$ cat src/rtl/ex_muldiv_pkg.sv
`default_nettype none
// ============================================================================
// Module      : ex_muldiv_pkg
// Description : Shared width, funct codes, FSM states and helpers for the
//               EX-stage multiply/divide unit.
// Revision    : 1.0 - initial release
// ============================================================================
package ex_muldiv_pkg;

    localparam int DATA_W = 32;

    localparam logic [5:0] c_FUNCT_MFHI  = 6'h10;
    localparam logic [5:0] c_FUNCT_MTHI  = 6'h11;
    localparam logic [5:0] c_FUNCT_MFLO  = 6'h12;
    localparam logic [5:0] c_FUNCT_MTLO  = 6'h13;
    localparam logic [5:0] c_FUNCT_MULT  = 6'h18;
    localparam logic [5:0] c_FUNCT_MULTU = 6'h19;
    localparam logic [5:0] c_FUNCT_DIV   = 6'h1A;
    localparam logic [5:0] c_FUNCT_DIVU  = 6'h1B;

    typedef enum logic [1:0] {
        S_IDLE = 2'd0,
        S_MUL  = 2'd1,
        S_DIV  = 2'd2,
        S_DONE = 2'd3
    } state_t;

    function automatic logic is_muldiv(input logic [5:0] funct);
        return (funct == c_FUNCT_MULT) || (funct == c_FUNCT_MULTU) ||
               (funct == c_FUNCT_DIV)  || (funct == c_FUNCT_DIVU);
    endfunction

    // Two's-complement negate when cond is set; used for magnitudes and sign fix-up.
    function automatic logic [DATA_W-1:0] neg_if(input logic cond, input logic [DATA_W-1:0] v);
        return cond ? (~v + 1'b1) : v;
    endfunction

endpackage
`default_nettype wire

$ cat src/rtl/ex_muldiv_if.sv
`default_nettype none
// ============================================================================
// Module      : ex_muldiv_if
// Description : EX-stage signals between the pipeline and the mul/div unit.
// Revision    : 1.0 - initial release
// ============================================================================
interface ex_muldiv_if;
    import ex_muldiv_pkg::*;

    logic              valid;
    logic [5:0]        funct;
    logic [DATA_W-1:0] operand_1;
    logic [DATA_W-1:0] operand_2;
    logic              ex_stall;
    logic              flush;
    logic              stall_request;
    logic [DATA_W-1:0] result;
    logic [DATA_W-1:0] hi;
    logic [DATA_W-1:0] lo;

    modport master (
        output valid, funct, operand_1, operand_2, ex_stall, flush,
        input  stall_request, result, hi, lo
    );

    modport slave (
        input  valid, funct, operand_1, operand_2, ex_stall, flush,
        output stall_request, result, hi, lo
    );
endinterface
`default_nettype wire

$ cat src/rtl/ex_muldiv_div_iter.sv
`default_nettype none
// ============================================================================
// Module      : div_iter
// Description : 32-step restoring divider on unsigned magnitudes, one step
//               per cycle. quotient_o/remainder_o show the post-step values.
// Revision    : 1.0 - initial release
// ============================================================================
module div_iter
    import ex_muldiv_pkg::*;
(
    input  logic              clk,
    input  logic              rst,
    input  logic              start_i,
    input  logic              abort_i,
    input  logic [DATA_W-1:0] dividend_i,
    input  logic [DATA_W-1:0] divisor_i,
    output logic              busy_o,
    output logic              done_o,
    output logic [DATA_W-1:0] quotient_o,
    output logic [DATA_W-1:0] remainder_o
);
    localparam int CNT_W = $clog2(DATA_W);

    logic [DATA_W-1:0] rem_q, rem_d;
    logic [DATA_W-1:0] quo_q, quo_d;
    logic [DATA_W-1:0] dvs_q;
    logic [CNT_W-1:0]  cnt_q;
    logic              busy_q;

    logic [DATA_W:0]   w_shift;
    logic [DATA_W+1:0] w_diff;
    logic              w_ge;

    // Extra guard bit keeps a zero divisor from looking negative once the
    // partial remainder's top bit is set.
    assign w_shift = {rem_q, quo_q[DATA_W-1]};
    assign w_diff  = {1'b0, w_shift} - {2'b00, dvs_q};
    assign w_ge    = ~w_diff[DATA_W+1];
    assign rem_d   = w_ge ? w_diff[DATA_W-1:0] : w_shift[DATA_W-1:0];
    assign quo_d   = {quo_q[DATA_W-2:0], w_ge};

    assign busy_o      = busy_q;
    assign done_o      = busy_q && (cnt_q == CNT_W'(DATA_W - 1));
    assign quotient_o  = quo_d;
    assign remainder_o = rem_d;

    always_ff @(posedge clk) begin
        if (!rst) begin
            rem_q  <= '0;
            quo_q  <= '0;
            dvs_q  <= '0;
            cnt_q  <= '0;
            busy_q <= 1'b0;
        end else if (abort_i) begin
            cnt_q  <= '0;
            busy_q <= 1'b0;
        end else if (start_i) begin
            rem_q  <= '0;
            quo_q  <= dividend_i;
            dvs_q  <= divisor_i;
            cnt_q  <= '0;
            busy_q <= 1'b1;
        end else if (busy_q) begin
            rem_q <= rem_d;
            quo_q <= quo_d;
            cnt_q <= cnt_q + 1'b1;
            if (done_o) begin
                busy_q <= 1'b0;
            end
        end
    end
endmodule
`default_nettype wire

$ cat src/rtl/ex_muldiv.sv
`default_nettype none
// ============================================================================
// Module      : ex_muldiv
// Description : EX-stage multiply/divide unit owning HI/LO; 2-cycle multiply,
//               33-cycle iterative divide, MFHI/MFLO/MTHI/MTLO.
// Revision    : 1.0 - initial release
// ============================================================================
module ex_muldiv
    import ex_muldiv_pkg::*;
(
    input  logic        clk,
    input  logic        rst,
    ex_muldiv_if.slave  bus
);
    state_t            state_q;
    logic [DATA_W-1:0] op1_q, op2_q;
    logic              sgn_q;
    logic [DATA_W-1:0] res_hi_q, res_lo_q;
    logic [DATA_W-1:0] hi_q, lo_q;

    logic                w_md_funct, w_is_div, w_is_signed, w_start;
    logic [2*DATA_W-1:0] w_mul_a, w_mul_b, w_product;
    logic                w_div_busy, w_div_done;
    logic [DATA_W-1:0]   w_div_q, w_div_r, w_quot, w_rem;

    assign w_md_funct  = is_muldiv(bus.funct);
    assign w_is_div    = (bus.funct == c_FUNCT_DIV) || (bus.funct == c_FUNCT_DIVU);
    assign w_is_signed = (bus.funct == c_FUNCT_MULT) || (bus.funct == c_FUNCT_DIV);
    assign w_start     = bus.valid && w_md_funct && !bus.flush && (state_q == S_IDLE);

    assign w_mul_a   = {{DATA_W{sgn_q & op1_q[DATA_W-1]}}, op1_q};
    assign w_mul_b   = {{DATA_W{sgn_q & op2_q[DATA_W-1]}}, op2_q};
    assign w_product = w_mul_a * w_mul_b;

    div_iter u_div_iter (
        .clk         (clk),
        .rst         (rst),
        .start_i     (w_start && w_is_div),
        .abort_i     (bus.flush),
        .dividend_i  (neg_if(w_is_signed & bus.operand_1[DATA_W-1], bus.operand_1)),
        .divisor_i   (neg_if(w_is_signed & bus.operand_2[DATA_W-1], bus.operand_2)),
        .busy_o      (w_div_busy),
        .done_o      (w_div_done),
        .quotient_o  (w_div_q),
        .remainder_o (w_div_r)
    );

    // Quotient sign follows the XOR of operand signs; remainder follows the dividend.
    assign w_quot = neg_if(sgn_q & (op1_q[DATA_W-1] ^ op2_q[DATA_W-1]), w_div_q);
    assign w_rem  = neg_if(sgn_q & op1_q[DATA_W-1], w_div_r);

    always_ff @(posedge clk) begin
        if (!rst) begin
            state_q  <= S_IDLE;
            op1_q    <= '0;
            op2_q    <= '0;
            sgn_q    <= 1'b0;
            res_hi_q <= '0;
            res_lo_q <= '0;
            hi_q     <= '0;
            lo_q     <= '0;
        end else if (bus.flush) begin
            state_q <= S_IDLE;
        end else begin
            case (state_q)
                S_IDLE: begin
                    if (w_start) begin
                        op1_q   <= bus.operand_1;
                        op2_q   <= bus.operand_2;
                        sgn_q   <= w_is_signed;
                        state_q <= w_is_div ? S_DIV : S_MUL;
                    end else if (bus.valid && !bus.ex_stall) begin
                        if (bus.funct == c_FUNCT_MTHI) hi_q <= bus.operand_1;
                        if (bus.funct == c_FUNCT_MTLO) lo_q <= bus.operand_1;
                    end
                end
                S_MUL: begin
                    {res_hi_q, res_lo_q} <= w_product;
                    state_q              <= S_DONE;
                end
                S_DIV: begin
                    if (w_div_done) begin
                        res_hi_q <= w_rem;
                        res_lo_q <= w_quot;
                        state_q  <= S_DONE;
                    end else if (!w_div_busy) begin
                        // Divider lost its operation; recover rather than hang EX.
                        state_q <= S_IDLE;
                    end
                end
                S_DONE: begin
                    if (!bus.ex_stall) begin
                        hi_q    <= res_hi_q;
                        lo_q    <= res_lo_q;
                        state_q <= S_IDLE;
                    end
                end
                default: state_q <= S_IDLE;
            endcase
        end
    end

    assign bus.stall_request = bus.valid && w_md_funct && !bus.flush && (state_q != S_DONE);
    assign bus.hi            = hi_q;
    assign bus.lo            = lo_q;

    always_comb begin
        bus.result = '0;
        if (bus.valid) begin
            if (bus.funct == c_FUNCT_MFHI) bus.result = hi_q;
            if (bus.funct == c_FUNCT_MFLO) bus.result = lo_q;
        end
    end
endmodule
`default_nettype wire

$ cat src/flat_wrapper.sv
// flat-port wrapper written by rule: the top's interface ports become plain ports
module ex_muldiv_flat import ex_muldiv_pkg::*;
  (clk, rst, bus_valid, bus_funct, bus_operand_1, bus_operand_2, bus_ex_stall, bus_flush, bus_stall_request, bus_result, bus_hi, bus_lo);
  ex_muldiv_if bus_i ();
  input  logic clk;
  input  logic rst;
  input wire logic [$bits(bus_i.valid)-1:0] bus_valid;
  input wire logic [$bits(bus_i.funct)-1:0] bus_funct;
  input wire logic [$bits(bus_i.operand_1)-1:0] bus_operand_1;
  input wire logic [$bits(bus_i.operand_2)-1:0] bus_operand_2;
  input wire logic [$bits(bus_i.ex_stall)-1:0] bus_ex_stall;
  input wire logic [$bits(bus_i.flush)-1:0] bus_flush;
  output wire logic [$bits(bus_i.stall_request)-1:0] bus_stall_request;
  output wire logic [$bits(bus_i.result)-1:0] bus_result;
  output wire logic [$bits(bus_i.hi)-1:0] bus_hi;
  output wire logic [$bits(bus_i.lo)-1:0] bus_lo;
  assign bus_i.valid = bus_valid;
  assign bus_i.funct = bus_funct;
  assign bus_i.operand_1 = bus_operand_1;
  assign bus_i.operand_2 = bus_operand_2;
  assign bus_i.ex_stall = bus_ex_stall;
  assign bus_i.flush = bus_flush;
  assign bus_stall_request = bus_i.stall_request;
  assign bus_result = bus_i.result;
  assign bus_hi = bus_i.hi;
  assign bus_lo = bus_i.lo;
  ex_muldiv u_core (.clk(clk), .rst(rst), .bus(bus_i));
endmodule
$ cat config.mk
export PLATFORM = sky130hd
export DESIGN_NAME = ex_muldiv_flat
export DESIGN_NICKNAME = d
export VERILOG_FILES = /design/src/rtl/ex_muldiv_pkg.sv /design/src/rtl/ex_muldiv_if.sv /design/src/rtl/ex_muldiv_div_iter.sv /design/src/rtl/ex_muldiv.sv /design/src/flat_wrapper.sv
export SDC_FILE = /design/constraint.sdc
export NUM_CORES = 2
export LEC_CHECK = 0
export ABC_AREA = 1
export CORE_MARGIN = 5
export CORE_UTILIZATION = 38
export DETAILED_ROUTE_END_ITERATION = 10
export GPL_ROUTABILITY_DRIVEN = 0
export HOLD_SLACK_MARGIN = 0.1
export PLACE_DENSITY = 0.63
export SKIP_CTS_REPAIR_TIMING = 1
export SLEW_MARGIN = 20
export SYNTH_ARGS = -nofsm -noshare
export SYNTH_HDL_FRONTEND = slang
export SYNTH_SLANG_ARGS = --single-unit
$ cat constraint.sdc
create_clock -name clk -period 10.55 [get_ports clk]
set_input_delay 1.055 -clock clk [delete_from_list [all_inputs] [get_ports clk]]
set_output_delay 1.055 -clock clk [all_outputs]
set_load 0.05 [all_outputs]
==> metrics.md <==
| Metric | Value |
|---|---|
| Antenna violations before repair | `7` |
| Pwr/cell area | `~46 nW/um^2` |
| Setup-failing EPs final | `0` |
| Hold Path Sink | `u_core.op1_q[18]` |
| Clock power frac | `roughly 50%` |
| Distinct cells, synth | `61` |
| Critical Path Fanout Max | `15` |
| Initial DRC count | `4,404` |
| Wire length per cell | `18.81 um` |
| Required time worst endpoint | `about 11 ns` |
| Share of async-settable or async-resettable flops after synthesis | `0%` |
| Largest net degree at the start of global routing | `129` |
| Vias | `around 50,000` |
| Die height | `398.2 um` |
| Seq cells post-synth | `297` |
| RSZ-0062 raised after global routing | `no` |
| VDD IR max | `99.63 uV` |
| CORE AREA | `149,800 um^2` |
| Max clock buf depth | `3` |
| Worst setup path startpoint | `u_core.sgn_q` |
| Reg2reg end | `u_core.res_hi_q[22]` |
| Static leakage | `~32 nW` |
| Syn_area_per_cell | `about 7.4 um^2` |
| Clk sinks | `297` |
| Drt drc | `0` |
| Peak Freq | `around 110 MHz` |
| Arrival time at the worst endpoint | `roughly 9.3 ns` |
| Post-Syn Area | `57,250 um^2` |
| Max H-tree Level | `2` |
| Num CTS Buffers | `38` |
| Die area | `158,500 um^2` |
| Clk_lat worst skew | `roughly 0.59 ns` |
| Fraction of layout cells with a size suffix above 1 | `3.409%` |
| Dpl cell area | `60,660 um^2` |
| Routed Wire Length | `182,600 um` |
| Combinational share of power | `9.3%` |
| Worst Reg-to-Reg Cells | `27` |
| Fin Setup TNS | `0 ns` |
| Sw Ratio | `27.88%` |
| Status | `complete, no violations` |
| Worst Clk Skew | `0.04022 ns` |
| Cell internal pwr | `2.035 mW` |
| Synth warn | `0` |
| Vias in the first global route | `around 52,000` |
| Reg-to-reg startpoint | `u_core.sgn_q` |
| Pins Over Slew Limit | `0` |
| Fin worst setup slack | `1.717 ns` |
| Hold Crit Depth | `2` |
| Antenna viol nets, final | `0` |
| First-pass GRT wire length | `290,900 um` |
| Post-Place Setup Slack | `1.924 ns` |
| Seq/Total Area, Yosys | `10.39%` |
| Min Tclk post-route | `slightly below 9 ns` |
| GRT Resource Usage Total | `23.20%` |
| # IOs | `172` |
| Initial Util | `38.23%` |
| DP Wirelength | `149,200 um` |
| CTS root buf | `clkbuf_16` |
| Startpoint types | `flop` |
| Syn-to-layout area delta | `8.300%` |
| Hold Violations, Final | `0` |
| Layout net count | `just over 9,000` |
| # port buffers | `171` |
| Vias per cell | `about 5` |
| DR pass1 iterations | `6` |
| Std cell rows | `142` |
| R2r setup slk | `1.72 ns` |
| CTS tree | `built` |
| Flop pwr share | `40.4%` |
| Design Area, Final | `62,000 um^2` |
| Max-cap violations | `0` |
| Worst hold-check path type | `flop to flop` |
| Primary FF master, synth | `dfxtp_1` |
| GRT overflow | `0` |
| CP Class | `flop to flop` |
| Hold_sp | `u_core.op1_q[18]` |
| P_sw | `~0.79 mW` |
| Die X | `398.2 um` |
| Clock transition at path regs | `0.06 ns` |
| Slew HR | `about a fifth` |
| Final worst path period share | `a little over four fifths` |
| Post-synth EDFFs | `0` |
| Mapped Nets | `9,214` |
| Crit end category | `flop` |
| Synth Instances | `7,762` |
| Slew @ Worst Pin | `about 1.2 ns` |
-- Yosys cell counts, types with 6 or more instances --
cell,number,area [um^2]
dfxtp_1,297,5946
nand2_1,1950,7320
o221ai_1,14,122.6
a21o_1,12,90.09
nor2_2,16,100.1
o21a_1,10,75.07
buf_1,11,41.29
nand3_1,173,865.8
a21oi_1,439,2197
xor2_1,36,315.3
nor2_1,328,1231
o21ai_0,375,1877
o21bai_1,14,105.1
or2_2,17,106.4
nand2_2,20,125.1
o211ai_1,22,165.2
inv_1,1968,7387
clkbuf_1,385,1445
inv_2,12,45.04
ha_1,251,3141
nand3b_1,6,45.04
nand4_1,47,294.0
nor4_1,10,62.56
a211oi_1,7,52.55
a31oi_1,57,356.6
fa_1,1126,22540
o22ai_1,11,68.82
xnor2_1,32,280.3
nor3_1,38,190.2
buf_2,6,30.03
-- layout by cell type (no fill, tap or decap), drive strengths merged, types with 2 or more instances in the layout --
master	netlist	routed
a2111oi	2	2
a211o	2	2
a211oi	7	7
a21boi	5	5
a21o	12	12
a21oi	442	442
a221oi	5	5
a31oi	57	57
and3	4	4
buf	22	93
bufinv	0	4
clkbuf	385	50
clkdlybuf4s50	0	170
clkinv	5	9
clkinvlp	0	7
dfxtp	297	297
diode	0	7
fa	1126	1126
ha	251	251
inv	1980	1983
nand2	1972	1972
nand3	178	178
nand3b	6	6
nand4	47	47
nor2	348	348
nor3	41	41
nor4	10	10
o211ai	22	22
o21a	10	10
o21ai	384	384
o21bai	14	14
o221ai	14	14
o22ai	11	11
o41ai	2	2
or2	23	23
xnor2	32	32
xor2	36	36
-- power by group through the flow --
| stage | logic, mW | clock network (mW) | registers, mW |
|---|---|---|---|
| finish | 0.264 | 1.42 | 1.14 |
| global route | 0.283 | 1.47 | 1.14 |
| CTS | 0.260 | 1.44 | 1.14 |
| detailed placement | 0.259 | 0 | 1.16 |
| global placement | 0.257 | 0 | 1.16 |
| floorplan | 0.135 | 0 | 1.16 |
-- layer usage --
layer	share of wire, %	track usage, %	routed length [um]
met5	0.0082	0	15
met3	7.7	3.496	14120
met2	48	39.45	87500
met1	40	29.77	72460
met4	4.7	9.142	8492
-- registers in the layout, summed over array words and instances (netlist names) --
signal	count
u_core.u_div_iter.cnt_q	5
u_core.res_lo_q	32
u_core.state_q	2
u_core.bus.hi	32
u_core.u_div_iter.quo_q	32
u_core.bus.lo	32
u_core.res_hi_q	32
u_core.op2_q	32
u_core.u_div_iter.rem_q	32
u_core.op1_q	32
u_core.sgn_q	1
u_core.u_div_iter.busy_o	1
u_core.u_div_iter.dvs_q	32
-- worst max-delay path, cell delays in order (launching register included) --
cell and delay [ns]:
dfxtp_1 0.38, nand2_1 0.32, buf_4 0.34, nor2_1 0.32, fa_1 0.54, fa_1 0.62, fa_1 0.53, inv_1 0.46
fa_1 0.51, inv_1 0.09, fa_1 0.44, fa_1 0.50, fa_1 0.49, inv_1 0.05, fa_1 0.49, inv_1 0.05
ha_1 0.36, a21oi_1 0.21, inv_1 0.08, a31oi_1 0.26, o21ai_0 0.16, a21oi_1 0.40, nand3_1 0.28, a21o_1 0.23
o21ai_0 0.30, nand2_1 0.10, inv_1 0.09, a21oi_1 0.06
-- cell families after synthesis --
family | share of synthesized area, %
AND/OR/NAND/NOR | 18.52
flip-flops | 10.39
AO/OA/AOI/OAI | 9.445
adder cells (fa/ha/maj) | 44.86
XOR/XNOR | 1.040
buffers and inverters | 15.75
-- worst max-delay path by stage --
stage          cells after the start                  end
6_report                          27  u_core.res_hi_q[22]
5_1_grt                           28  u_core.res_hi_q[30]
3_5_place_dp                      27  u_core.res_hi_q[22]
4_1_cts                           27  u_core.res_hi_q[22]
3_3_place_gp                      28  u_core.res_hi_q[31]
2_1_floorplan                     30  u_core.res_hi_q[30]
-- through the flow --
| stage | util, % | power, mW | instances | hold slack (ns) |
|---|---|---|---|---|
| after floorplan | - | 1.294 | 7762 | 0.4392 |
| after global placement | 40.50 | 1.420 | 9634 | 0.4337 |
| after detailed placement | 40.50 | 1.422 | 9634 | 0.4381 |
| after CTS | 41.39 | 2.839 | 9702 | 0.4474 |
| after global routing | 41.39 | 2.894 | 9707 | 0.4806 |
| final | 41.40 | 2.821 | 9709 | 0.4468 |
-- area by class of cell --
type	instances	area [um^2]
flip-flops and latches	297	5952
multi-input cells	5073	42330
fillers	15290	87770
clock inverters	18	237.7
diodes	7	17.52
repair buffers	263	2404
inverters	1985	7451
clock buffers	50	1087
well taps	2016	2522
No activity file was read; power rests on OpenSTA's default activity.
